**config.mk**
```make
export PLATFORM = sky130hd
export DESIGN_NAME = rv32i_encoder
export DESIGN_NICKNAME = d
export VERILOG_FILES = /design/src/rtl/rv32i_encoder.sv
export SDC_FILE = /design/constraint.sdc
export NUM_CORES = 1
export LEC_CHECK = 0
export ABC_AREA = 1
export ABC_CLOCK_PERIOD_IN_PS = 22600
export CAP_MARGIN = 20
export CORE_MARGIN = 2
export CORE_UTILIZATION = 55
export CTS_CLUSTER_SIZE = 25
export DETAILED_ROUTE_END_ITERATION = 7
export PLACE_DENSITY = 0.79
export SLEW_MARGIN = 20
export SYNTH_ARGS = -nofsm -noshare
export SYNTH_HDL_FRONTEND = slang
export SYNTH_SLANG_ARGS = --single-unit
```
**constraint.sdc**
```tcl
create_clock -name clk -period 22.6 [get_ports clk]
set_input_delay 6.78 -clock clk [delete_from_list [all_inputs] [get_ports clk]]
set_output_delay 6.78 -clock clk [all_outputs]
set_load 0.05 [all_outputs]
```
**src/rtl/rv32i_encoder.sv**
```systemverilog
// RV32I instruction encoder: packs decoded fields into a 32-bit machine word
// and queues {illegal, ir} in a 4-entry FIFO with pop and error counters.
module rv32i_encoder (
    input  logic        clk,
    input  logic        rst,
    input  logic        flush,
    input  logic        in_valid,
    output logic        in_ready,
    input  logic [6:0]  in_op,
    input  logic [2:0]  in_funct3,
    input  logic [6:0]  in_funct7,
    input  logic [4:0]  in_rd,
    input  logic [4:0]  in_rs1,
    input  logic [4:0]  in_rs2,
    input  logic [31:0] in_imm,
    output logic        out_valid,
    input  logic        out_ready,
    output logic [31:0] out_ir,
    output logic        out_illegal,
    output logic [15:0] enc_count,
    output logic [7:0]  err_count
);
    localparam logic [6:0]  OP_LUI    = 7'b0110111;
    localparam logic [6:0]  OP_AUIPC  = 7'b0010111;
    localparam logic [6:0]  OP_JAL    = 7'b1101111;
    localparam logic [6:0]  OP_JALR   = 7'b1100111;
    localparam logic [6:0]  OP_BRANCH = 7'b1100011;
    localparam logic [6:0]  OP_LOAD   = 7'b0000011;
    localparam logic [6:0]  OP_STORE  = 7'b0100011;
    localparam logic [6:0]  OP_OPIMM  = 7'b0010011;
    localparam logic [6:0]  OP_OP     = 7'b0110011;
    localparam logic [31:0] NOP_IR    = 32'h0000_0013;

    logic [31:0] raw_ir;
    logic [31:0] enc_ir;
    logic        enc_bad;
    logic        imm_i_ok;
    logic        imm_b_ok;
    logic        imm_j_ok;
    logic        is_shift;

    always_comb begin
        imm_i_ok = (&in_imm[31:11]) | ~(|in_imm[31:11]);
        imm_b_ok = ((&in_imm[31:12]) | ~(|in_imm[31:12])) & ~in_imm[0];
        imm_j_ok = ((&in_imm[31:20]) | ~(|in_imm[31:20])) & ~in_imm[0];
        is_shift = (in_funct3 == 3'b001) || (in_funct3 == 3'b101);
        raw_ir   = NOP_IR;
        enc_bad  = 1'b0;
        case (in_op)
            OP_LUI, OP_AUIPC: begin
                raw_ir  = {in_imm[31:12], in_rd, in_op};
                enc_bad = |in_imm[11:0];
            end
            OP_JAL: begin
                raw_ir  = {in_imm[20], in_imm[10:1], in_imm[11], in_imm[19:12], in_rd, in_op};
                enc_bad = ~imm_j_ok;
            end
            OP_JALR: begin
                raw_ir  = {in_imm[11:0], in_rs1, in_funct3, in_rd, in_op};
                enc_bad = ~imm_i_ok;
            end
            OP_LOAD: begin
                raw_ir  = {in_imm[11:0], in_rs1, in_funct3, in_rd, in_op};
                enc_bad = ~imm_i_ok || (in_funct3 == 3'b011) || (in_funct3 == 3'b110)
                          || (in_funct3 == 3'b111);
            end
            OP_OPIMM: begin
                if (is_shift) begin
                    raw_ir  = {in_funct7, in_imm[4:0], in_rs1, in_funct3, in_rd, in_op};
                    enc_bad = |in_imm[31:5];
                end else begin
                    raw_ir  = {in_imm[11:0], in_rs1, in_funct3, in_rd, in_op};
                    enc_bad = ~imm_i_ok;
                end
            end
            OP_STORE: begin
                raw_ir  = {in_imm[11:5], in_rs2, in_rs1, in_funct3, in_imm[4:0], in_op};
                enc_bad = ~imm_i_ok || (in_funct3 > 3'b010);
            end
            OP_BRANCH: begin
                raw_ir  = {in_imm[12], in_imm[10:5], in_rs2, in_rs1, in_funct3,
                           in_imm[4:1], in_imm[11], in_op};
                enc_bad = ~imm_b_ok || (in_funct3 == 3'b010) || (in_funct3 == 3'b011);
            end
            OP_OP: begin
                raw_ir  = {in_funct7, in_rs2, in_rs1, in_funct3, in_rd, in_op};
                enc_bad = !((in_funct7 == 7'b0000000) ||
                            ((in_funct7 == 7'b0100000) &&
                             ((in_funct3 == 3'b000) || (in_funct3 == 3'b101))));
            end
            default: enc_bad = 1'b1;
        endcase
        enc_ir = enc_bad ? NOP_IR : raw_ir;
    end

    logic [32:0] mem_q [4];
    logic [32:0] mem_d [4];
    logic [1:0]  rd_ptr_q, rd_ptr_d;
    logic [1:0]  wr_ptr_q, wr_ptr_d;
    logic [2:0]  count_q, count_d;
    logic [32:0] head_q, head_d;
    logic [15:0] enc_q, enc_d;
    logic [7:0]  err_q, err_d;
    logic        push;
    logic        pop;

    assign in_ready  = ~rst & (count_q < 3'd4);
    assign out_valid = (count_q != 3'd0);
    assign push      = in_valid & in_ready & ~flush;
    assign pop       = out_valid & out_ready;

    always_comb begin
        mem_d    = mem_q;
        rd_ptr_d = rd_ptr_q;
        wr_ptr_d = wr_ptr_q;
        count_d  = count_q;
        head_d   = head_q;
        err_d    = err_q;
        enc_d    = enc_q + {15'd0, pop};
        if (flush) begin
            rd_ptr_d = 2'd0;
            wr_ptr_d = 2'd0;
            count_d  = 3'd0;
        end else begin
            if (push) begin
                mem_d[wr_ptr_q] = {enc_bad, enc_ir};
                wr_ptr_d        = wr_ptr_q + 2'd1;
                if (enc_bad && (err_q != 8'hFF)) begin
                    err_d = err_q + 8'd1;
                end
            end
            if (pop) begin
                rd_ptr_d = rd_ptr_q + 2'd1;
            end
            count_d = count_q + {2'b00, push} - {2'b00, pop};
        end
        // The head register only moves when something remains queued, so an
        // empty FIFO keeps presenting the last word it showed.
        if (count_d != 3'd0) begin
            head_d = mem_d[rd_ptr_d];
        end
    end

    always_ff @(posedge clk or posedge rst) begin
        if (rst) begin
            for (int i = 0; i < 4; i++) begin
                mem_q[i] <= '0;
            end
            rd_ptr_q <= '0;
            wr_ptr_q <= '0;
            count_q  <= '0;
            head_q   <= '0;
            enc_q    <= '0;
            err_q    <= '0;
        end else begin
            mem_q    <= mem_d;
            rd_ptr_q <= rd_ptr_d;
            wr_ptr_q <= wr_ptr_d;
            count_q  <= count_d;
            head_q   <= head_d;
            enc_q    <= enc_d;
            err_q    <= err_d;
        end
    end

    assign out_ir      = head_q[31:0];
    assign out_illegal = head_q[32];
    assign enc_count   = enc_q;
    assign err_count   = err_q;
endmodule
```
* Word level (Yosys, flattened, before mapping) *
Index checks and enable logic that the tools add are counted.

cells by class
  order comparisons = 5
  reduce and logical (&&, ||, !) cells = 29
  multiplexer cells = 18
  bitwise gates (word level) = 20
  add/subtract/negate cells = 6
  eq/ne operators = 17

operators with widths
  kind                 count
  $mux 132             2
  $pmux 32 s7          1
  $bwmux 132           1
  $mux 33              3
  $bmux 33 s2          1
  $demux 33 s2         1
  $mux 32              2
  $eq 7x6->1 const B   4
  $reduce_or 27->1     1
  $reduce_or 12->1     2
  $eq 7x7->1 const B   3
  $reduce_and 21->1    1
  $reduce_or 21->1     1
  $reduce_and 20->1    1
  $reduce_or 20->1     1
  $add 16x1->16        1
  $eq 7x5->1 const B   2
  $reduce_and 12->1    1
  $eq 3x3->1 const B   3
  $logic_or 1x1->1     9
  $not 1->1            9
  $add 8x1->8 const B  1
  $mux 2               4
  $ne 8x8->1 const B   1
  24 further kinds     39

storage, ports and cells
  word-level logic and storage cells = 105
  output and inout port bits = 59
  flip-flop bits (word level) = 196
  bits of input ports = 69

* Logic depth before layout (Yosys ltp) *
Gate-level depths: netlist of run 1.

  word-level depth = 15
  depth in mapped cells = 19
  mapped depth without buffers = 18

* Least setup slack after synthesis of run 1 *
Ideal clock, no wire load.

  path type = input to output
  start = input port rst
  end = output port in_ready
  data arrival time = 7462 ps
  path slack = 8358 ps
  cell stages on the path = 1
  buffers on the path = 0
  cells stage by stage = nor2_1

on the way
  word-level cells in the longest chain between the ends = 2

ends and longest elaborated chain
  element             line  text
  start: declaration  5     input logic rst,
  $not 1->1           107   assign in_ready = ~rst & (count_q < 3'd4);
  $and 1x1->1         107
  end: declaration    8     output logic in_ready,

Every way passes these cells.

* Worst setup path in the final report of run 1 *
Same ends and word-level chain as after synthesis.

==> results of run 1 <==
[kinds of logic after synthesis]
group	after synthesis
compound gates	77
xor+xnor	20
fa+ha+maj	10
buf+inv	159
flops	196
mux	1
simple gates	995
[through the flow]
| stage | hold WS (ns) | cell area (µm²) | power [mW] | setup slack, ns |
|---|---|---|---|---|
| final | 0.453 | 12800 | 1.16 | 7.54 |
| after global routing | 0.476 | 12800 | 1.22 | 7.47 |
| after CTS | 0.452 | 12800 | 1.17 | 7.53 |
| after detailed placement | 0.436 | 12200 | 0.850 | 7.54 |
| after global placement | 0.432 | 12200 | 0.841 | 7.53 |
| after floorplan | 0.423 | 10800 | 0.714 | 8.36 |
[path summary, 6_finish.rpt]
kind,startpoint,to,cells after the start
setup reg to reg,count_q[2],head_q[32],16
setup / recovery,rst,in_ready,3
hold reg to reg,mem_q[1],mem_q[1],1
min in group asynchronous,rst,count_q[1],2
hold / removal,mem_q[1],mem_q[1],1
max in group asynchronous,rst,head_q[8],3
[report_power, final]
| group | internal [mW] | total, mW | switching [mW] |
|---|---|---|---|
| sequential | 0.396 | 0.421 | 0.0248 |
| combinational | 0.136 | 0.426 | 0.290 |
| clock | 0.178 | 0.318 | 0.140 |
| total | 0.710 | 1.16 | 0.455 |
[cells in the final DEF (no fill, tap or decap), types with 17 or more instances in the layout]
cell type,count
clkbuf_16,17
nor2_1,83
nand4_1,101
o21ai_0,37
dfrtp_1,196
clkdlybuf4s50_1,127
xor2_1,18
a21boi_0,25
nand2_1,539
or2_2,30
nand3_1,210
inv_1,73
[routing by layer]
metal | global-route usage (%) | vias up | share of wire (%)
met4 | 9.49 | 0 | 1.9
met5 | 0 | - | 0
met2 | 45.4 | 530 | 45
met3 | 5.86 | 59 | 8.1
li1 | - | 4950 | -
met1 | 43.3 | 4918 | 45
[final cells by class]
type	count	share of cell area, %
clock buffers	21	3.76
clock inverters	11	1.09
inverters	81	2.44
multi-input cells	1103	41.0
flip-flops and latches	196	38.4
well taps	265	2.59
repair buffers	141	10.8
[flip-flops by register name (all words and copies together) (netlist names)]
register / cells
head_q: 33
enc_count: 16
err_count: 8
wr_ptr_q: 2
count_q: 3
mem_q: 132
rd_ptr_q: 2
==> results.cfg, run 1 <==
[setup_path]
path_cells = clkdlybuf4s50_1 > nor2_1 > clkdlybuf4s50_1
cp-end-kind = output pin
cp.required_ns = 15.82
cpLargestDelayFamily = buffers and inverters
cp-start-kind = input pin
crit_type = input pin to output pin
r2r_setup_slack_ns = 18.88
crit_top_cell = clkdlybuf4s50_1
cp_max_fo = 2
cp.arrival_ns = 8.28
crit_slowest_cell = clkdlybuf4s50_1
cpPeakStageDelay_ns = 0.82
crit_buf_inv = 2

[flow_run]
drv_cap = 0

[synth]
synth_top_family_by_area = simple AND/OR/NAND/NOR gates
yosysWarnings = 0
synthSimpleGateAreaFrac_pct = 41.3
synth_common_cells = nand2_1, nand3_1, dfrtp_1, nand4_1, nor2_1
synth_fa_ha_area_share_pct = 1.23
ys_seq_area_share_pct = 45.5
ys_ff_latch = 196
synth_top_cell_area_share_pct = 45.5
synth_edf_count = 0
syn_inst = 1458
synth.distinct_cells = 40
syn_nets = 1537
muxShareOfSynthArea_pct = 0.104
synthFlopType = dfrtp_1
synthesis.area_um2 = 10800
yosysTopAreaCell = dfrtp_1
syn_avg_cell_area_um2 = 7.40
async_flop_share_pct = 100
yosys.cell_count.top_type = nand2_1
synthXorXnorAreaFrac_pct = 1.62
synth_area_leaders = dfrtp_1, nand2_1, nand3_1
synth_compound_area_share_pct = 4.28

[cts]
path_clk_slew_ns = 0.07
cts_setup_buffers = 0
ctsHoldBuffers = 0
clk_latency_ns = 0.45
cts_tree = built
numCtsBuffers = 17
clock-root-buffer = clkbuf_16
cts_num_sinks = 196
htree_levels = 4
clock_path_buffers = 2
cts_resized = 0

[sta]
hold_viol_final = 0
fin_tns_setup_ns = 0
drv_slew = 0
period_needed_ns = 15.06
rsz0062_at_grt = no
period_share_pct = 66.6
fin_skew_ns = 0.0113
fmax_mhz = 66.4
tightest_slew_ns = 1.06
slew_headroom_pct = 29.0
finalSetupViolCount = 0

[route]
drt-total-wl_um = 29800
vias_per_cell = 5.75
drc = 0
dr.pass1.iters = 5
drt_iter0_markers = 1320
wl_per_cell_um = 16.4
antenna_left = 0
vias = 10500

[hold_path]
hold_class = register to register

[final_layout]
regArea_um2 = 4900
syn2layout_area_growth_pct = 18.6
utilization_pct = 66.1
final-instance-count-excl-fill = 1818
multiInputGateArea_um2 = 5240
num_antenna_cells = 0
final_layout_size_suffix_gt1_share_pct = 6.50
layout.nets = 1619
fillers = 1631

[floorplanning]
core_area_um2 = 19300
ios = 128
die_area_um2 = 20700
initial_core_util_pct = 55.8
rows = 51
die_height_um = 144
die_w_um = 144

[pwr]
pwr_density_cell_nw_per_um2 = 91.1
ir_worst_vdd_uv = 56.5
p_leak_nw = 6.82

[placed_design]
globalplace.congestion = 0.959
dp.cells = 1786
port_buffers = 127
hpwl_um = 19200

[grt]
grt_pass1_wl_um = 48900
grt_pass1_vias = 9652
grt_max_degree = 126
antenna_found_initial = 0
grt.overflow.total = 0
grt.total_usage_pct = 29.8

[status]
status = finished, final reports clean
Power figures use the tool's default switching activity.
==> run 2, diff against run 1 <==
--- a/config.mk
+++ b/config.mk
@@ -6,13 +6,13 @@
 export NUM_CORES = 1
 export LEC_CHECK = 0
 export ABC_AREA = 1
-export ABC_CLOCK_PERIOD_IN_PS = 22600
+export ABC_CLOCK_PERIOD_IN_PS = 12200
 export CAP_MARGIN = 20
 export CORE_MARGIN = 2
-export CORE_UTILIZATION = 55
+export CORE_UTILIZATION = 51
 export CTS_CLUSTER_SIZE = 25
 export DETAILED_ROUTE_END_ITERATION = 7
-export PLACE_DENSITY = 0.79
+export PLACE_DENSITY = 0.77
 export SLEW_MARGIN = 20
 export SYNTH_ARGS = -nofsm -noshare
 export SYNTH_HDL_FRONTEND = slang
==> constraint.sdc (replaced) <==
create_clock -name clk -period 12.2 [get_ports clk]
set_input_delay 3.66 -clock clk [delete_from_list [all_inputs] [get_ports clk]]
set_output_delay 3.66 -clock clk [all_outputs]
set_load 0.05 [all_outputs]
==> run 2 against run 1 <==
  * Global-route usage down 2.4 points
  * Sequential power up 85%
  * Largest cell class unchanged
  * First-iteration DRC count down 7.1%
  * Power up 82%
  * Highest routed layer unchanged
  * Non-clock buffer count up 1
  * Critical endpoint unchanged
  * Die area up 7.6%
  * Largest power group unchanged
  * Register-to-register slack worse by 10 ns
==> results.cfg, run 2 (same netlist as run 1, synthesis figures left out) <==
[grt]
grt_pass1_wl_um = 48800
grt_max_degree = 128
grt.total_usage_pct = 27.4
antenna_found_initial = 0
grt.overflow.total = 0
grt_pass1_vias = 9554

[sta]
hold_viol_final = 0
slew_headroom_pct = 32.9
period_needed_ns = 8.83
period_share_pct = 72.3
fin_ws_ns = 3.37
fin_skew_ns = 0.0138
drv_slew = 0
fin_tns_setup_ns = 0
tightest_slew_ns = 1.01
hold_slack_ns = 0.457
rsz0062_at_grt = no
fmax_mhz = 113
finalSetupViolCount = 0

[pwr]
p_comb_share_pct = 37.2
pwr_density_cell_nw_per_um2 = 166
power.internal_mw = 1.26
switching_power_uw = 851
p_sw_share_pct = 40.3
p_seq_share_pct = 36.8
p_clk_share_pct = 25.9
ir_worst_vdd_uv = 91.8
p_leak_nw = 6.79
total_power_mw = 2.12

[cts]
path_clk_slew_ns = 0.07
cts_tree = built
clk_latency_ns = 0.44
numCtsBuffers = 17
cts_setup_buffers = 0
clock_path_buffers = 2
ctsHoldBuffers = 0
htree_levels = 4
cts_resized = 0
clock-root-buffer = clkbuf_16
cts_num_sinks = 196

[route]
vias_per_cell = 5.61
drt-total-wl_um = 29800
drt_iter0_markers = 1226
wl_per_cell_um = 16.3
vias = 10300
drc = 0
dr.pass1.iters = 5
antenna_left = 0

[setup_path]
crit_slowest_cell = clkdlybuf4s50_1
cp.arrival_ns = 5.17
crit_type = input pin to output pin
cp-end-kind = output pin
crit_top_cell = clkdlybuf4s50_1
cp-start-kind = input pin
cp.required_ns = 8.54
cp_max_fo = 2
path_cells = clkdlybuf4s50_1 > nor2_1 > clkdlybuf4s50_1
cpPeakStageDelay_ns = 0.82

[final_layout]
multiInputGateArea_um2 = 5240
layout_commonest_cell = nand2_1
final_layout_size_suffix_gt1_share_pct = 6.56
layout.nets = 1620
syn2layout_area_growth_pct = 18.4
final-instance-count-excl-fill = 1829
final_cell_mix = nand2_1, nand3_1, dfrtp_1
num_antenna_cells = 0
final_area_um2 = 12800
regArea_um2 = 4900
top_register = mem_q
utilization_pct = 61.1
largest_reg_flops = 132
fillers = 1856

[placed_design]
pre_cts_slack_ns = 3.35
port_buffers = 127
place_area_um2 = 12200
dp.cells = 1797
globalplace.congestion = 0.939
hpwl_um = 19200

[floorplanning]
die_area_um2 = 22300
core_area_um2 = 20900
die_w_um = 149
ios = 128
rows = 53
initial_core_util_pct = 51.6
die_height_um = 149

[status]
status = finished, final reports clean

[flow_run]
drv_cap = 0

[hold_path]
hold_class = register to register
run 2: changes by cell type in the layout (fill, tap and decap cells not counted), sizes merged:
| cell | previous run | this run |
|---|---|---|
| bufinv | 2 | 0 |
| clkinv | 4 | 2 |
| inv | 85 | 90 |
| clkinvlp | 1 | 3 |
| buf | 14 | 15 |
| clkbuf | 21 | 18 |
run 2: critical path: cells and delay by family:
family        cells  cell delay [ns]
buf+inv           2             1.33
simple gates      1             0.18
run 2: area by class of cell:
type | count | share of cell area [%]
clock inverters | 14 | 1.07
flip-flops and latches | 196 | 38.4
well taps | 275 | 2.70
clock buffers | 18 | 3.44
repair buffers | 142 | 10.8
multi-input cells | 1103 | 41.1
inverters | 81 | 2.44
run 2: routing by layer:
layer  track usage, %  wire length (µm)  vias to the layer above  part of all wire [%]
li1                 -                 -                     4969                     -
met4             7.33               469                        0                   1.6
met5                0                 0                        -                     0
met1             40.4             13600                     4778                    46
met2             41.7             13200                      473                    44
met3             4.97              2550                       41                   8.5
run 2: final timing paths:
path / to / slack [ns] / startpoint / depth (start not counted)
max in group asynchronous: mem_q[4] / 6.97 / rst / 3
max: in_ready / 3.37 / rst / 3
min: mem_q[100] / 0.46 / mem_q[100] / 1
min reg2reg: mem_q[100] / 0.46 / mem_q[100] / 1
max reg2reg: head_q[31] / 8.47 / count_q[2] / 16
min in group asynchronous: count_q[2] / 3.83 / rst / 2
run 2: power by group through the flow:
stage | Sequential (mW) | Clock [mW] | Combinational [mW]
floorplan | 0.955 | 0 | 0.367
global placement | 0.788 | 0 | 0.771
detailed placement | 0.792 | 0 | 0.782
CTS | 0.780 | 0.558 | 0.788
global route | 0.789 | 0.583 | 0.861
finish | 0.779 | 0.549 | 0.787
==> run 3, diff against run 2 <==
--- a/config.mk
+++ b/config.mk
@@ -6,7 +6,7 @@
 export NUM_CORES = 1
 export LEC_CHECK = 0
 export ABC_AREA = 1
-export ABC_CLOCK_PERIOD_IN_PS = 12200
+export ABC_CLOCK_PERIOD_IN_PS = 7100
 export CAP_MARGIN = 20
 export CORE_MARGIN = 2
 export CORE_UTILIZATION = 51
==> constraint.sdc (replaced) <==
create_clock -name clk -period 7.1 [get_ports clk]
set_input_delay 2.13 -clock clk [delete_from_list [all_inputs] [get_ports clk]]
set_output_delay 2.13 -clock clk [all_outputs]
set_load 0.05 [all_outputs]
==> run 3 against run 2 <==
  * Utilization grew 0.46 points
  * Non-clock buffer count grew 5
  * Worst setup slack lost 2.0 ns
  * Global-route usage grew 0.87 points
  * Design area grew 0.75%
  * Power grew 74%
  * Sequential power grew 72%
  * Die area is the same
  * Sequential share of layout area shrank 0.28 points
  * Routed wire length grew 1.3%
  * Via count grew 1.3%
  * Critical endpoint unchanged
  * Largest cell class unchanged
  * Largest power group unchanged
==> results.cfg, run 3 (same netlist as run 1, synthesis figures left out) <==
[status]
status = finished, final reports clean

[sta]
period_share_pct = 80.3
tightest_slew_ns = 1.07
fmax_mhz = 176
finalSetupViolCount = 0
fin_tns_setup_ns = 0
hold_viol_final = 0
hold_slack_ns = 0.453
fin_skew_ns = 0.00978
rsz0062_at_grt = no
slew_headroom_pct = 28.9
drv_slew = 0
period_needed_ns = 5.70

[route]
vias = 10400
antenna_left = 0
dr.pass1.iters = 5
drt_iter0_markers = 779
wl_per_cell_um = 16.5
drc = 0
vias_per_cell = 5.67
drt-total-wl_um = 30200

[placed_design]
hpwl_um = 19900
place_area_um2 = 12200
port_buffers = 127
dp.cells = 1801
globalplace.congestion = 0.970

[final_layout]
final_layout_size_suffix_gt1_share_pct = 6.67
final_area_um2 = 12900
top_register = mem_q
layout_commonest_cell = nand2_1
regArea_um2 = 4900
fillers = 1850
syn2layout_area_growth_pct = 19.2
utilization_pct = 61.6
final-instance-count-excl-fill = 1834
largest_reg_flops = 132
final_cell_mix = nand2_1, nand3_1, dfrtp_1
multiInputGateArea_um2 = 5240
layout.nets = 1625
num_antenna_cells = 0

[hold_path]
hold_class = register to register
hold_start = mem_q[1]
holdPathStages = 1
whs_endpoint = mem_q[1]

[grt]
grt_max_degree = 197
grt_pass1_wl_um = 50400
grt_pass1_vias = 9998
grt.total_usage_pct = 28.3
antenna_found_initial = 0
grt.overflow.total = 0

[cts]
path_clk_slew_ns = 0.07
cts_resized = 0
cts_tree = built
cts_setup_buffers = 0
htree_levels = 4
ctsHoldBuffers = 0
clock_path_buffers = 2
numCtsBuffers = 17
clk_latency_ns = 0.44
clock-root-buffer = clkbuf_16
cts_num_sinks = 196

[pwr]
p_comb_share_pct = 37.0
p_sw_share_pct = 39.4
switching_power_mw = 1.45
power.internal_mw = 2.23
p_leak_nw = 6.83
p_seq_share_pct = 36.4
p_clk_share_pct = 26.6
pwr_density_cell_nw_per_um2 = 287
ir_worst_vdd_uv = 271

[setup_path]
cp.required_ns = 4.97
cp.arrival_ns = 3.57
crit_type = input pin to output pin
crit_buf_inv = 2
cp-end-kind = output pin
cp_max_fo = 2
cp-start-kind = input pin
path_cells = clkdlybuf4s50_1 > nor2_1 > clkdlybuf4s50_1
cpLargestDelayFamily = buffers and inverters
timing.rr.start = count_q[2]
crit_slowest_cell = clkdlybuf4s50_1
timing.rr.end = head_q[10]
cpPeakStageDelay_ns = 0.82
r2r_setup_slack_ns = 3.65
critical_path_depth = 3
crit_top_cell = clkdlybuf4s50_1
rr_worst_depth = 15

[floorplanning]
ios = 128
rows = 53
die_w_um = 149
initial_core_util_pct = 51.6
die_area_um2 = 22300
die_height_um = 149
core_area_um2 = 20900

[flow_run]
drv_cap = 0
-- run 3: worst max-delay path by stage --
stage / startpoint / to
final: rst / in_ready
after global routing: rst / in_ready
after CTS: rst / in_ready
after detailed placement: rst / in_ready
after global placement: rst / in_ready
after floorplan: rst / head_q[17]
-- run 3: cell type report --
| cell class | count | share of cell area [%] |
|---|---|---|
| sequential | 196 | 38.1 |
| timing repair buffer | 147 | 11.4 |
| inverter | 81 | 2.39 |
| clock inverter | 12 | 1.13 |
| tap | 275 | 2.68 |
| multi-input combinational | 1103 | 40.8 |
| clock buffer | 20 | 3.47 |
-- run 3: per-layer routing --
metal | wire (µm) | track usage (%) | vias to the layer above
li1 | - | - | 4963
met1 | 13400 | 40.8 | 4862
met2 | 13600 | 43.5 | 514
met3 | 2570 | 4.39 | 53
met4 | 648 | 9.90 | 0
met5 | 0 | 0 | -
-- run 3: through the flow --
| stage | setup WS (ns) | power (mW) |
|---|---|---|
| finish | 1.40 | 3.69 |
| global placement | 1.42 | 2.69 |
| global route | 1.36 | 3.89 |
| CTS | 1.40 | 3.69 |
| detailed placement | 1.40 | 2.72 |
| floorplan | 1.90 | 2.27 |
-- run 3: worst register-to-register path, cell delays in order, from the launching register on --
cell and delay (ns):
dfrtp_1 0.41, nor2_1 0.14, nand2_1 0.10, nor2_1 0.32
inv_1 0.12, ha_1 0.30, inv_1 0.04, ha_1 0.19
fa_1 0.44, inv_1 0.07, nor2_1 0.05, nor2_1 0.12
nand2_1 0.08, inv_1 0.77, nand2_1 0.14, nand2_1 0.13
-- run 3: power groups by stage --
stage               Sequential (mW)  Combinational, mW  Clock [mW]
floorplan                      1.64              0.631           0
global placement               1.36               1.33           0
detailed placement             1.36               1.35           0
CTS                            1.34               1.36       0.992
global route                   1.36               1.49        1.04
finish                         1.34               1.36       0.981
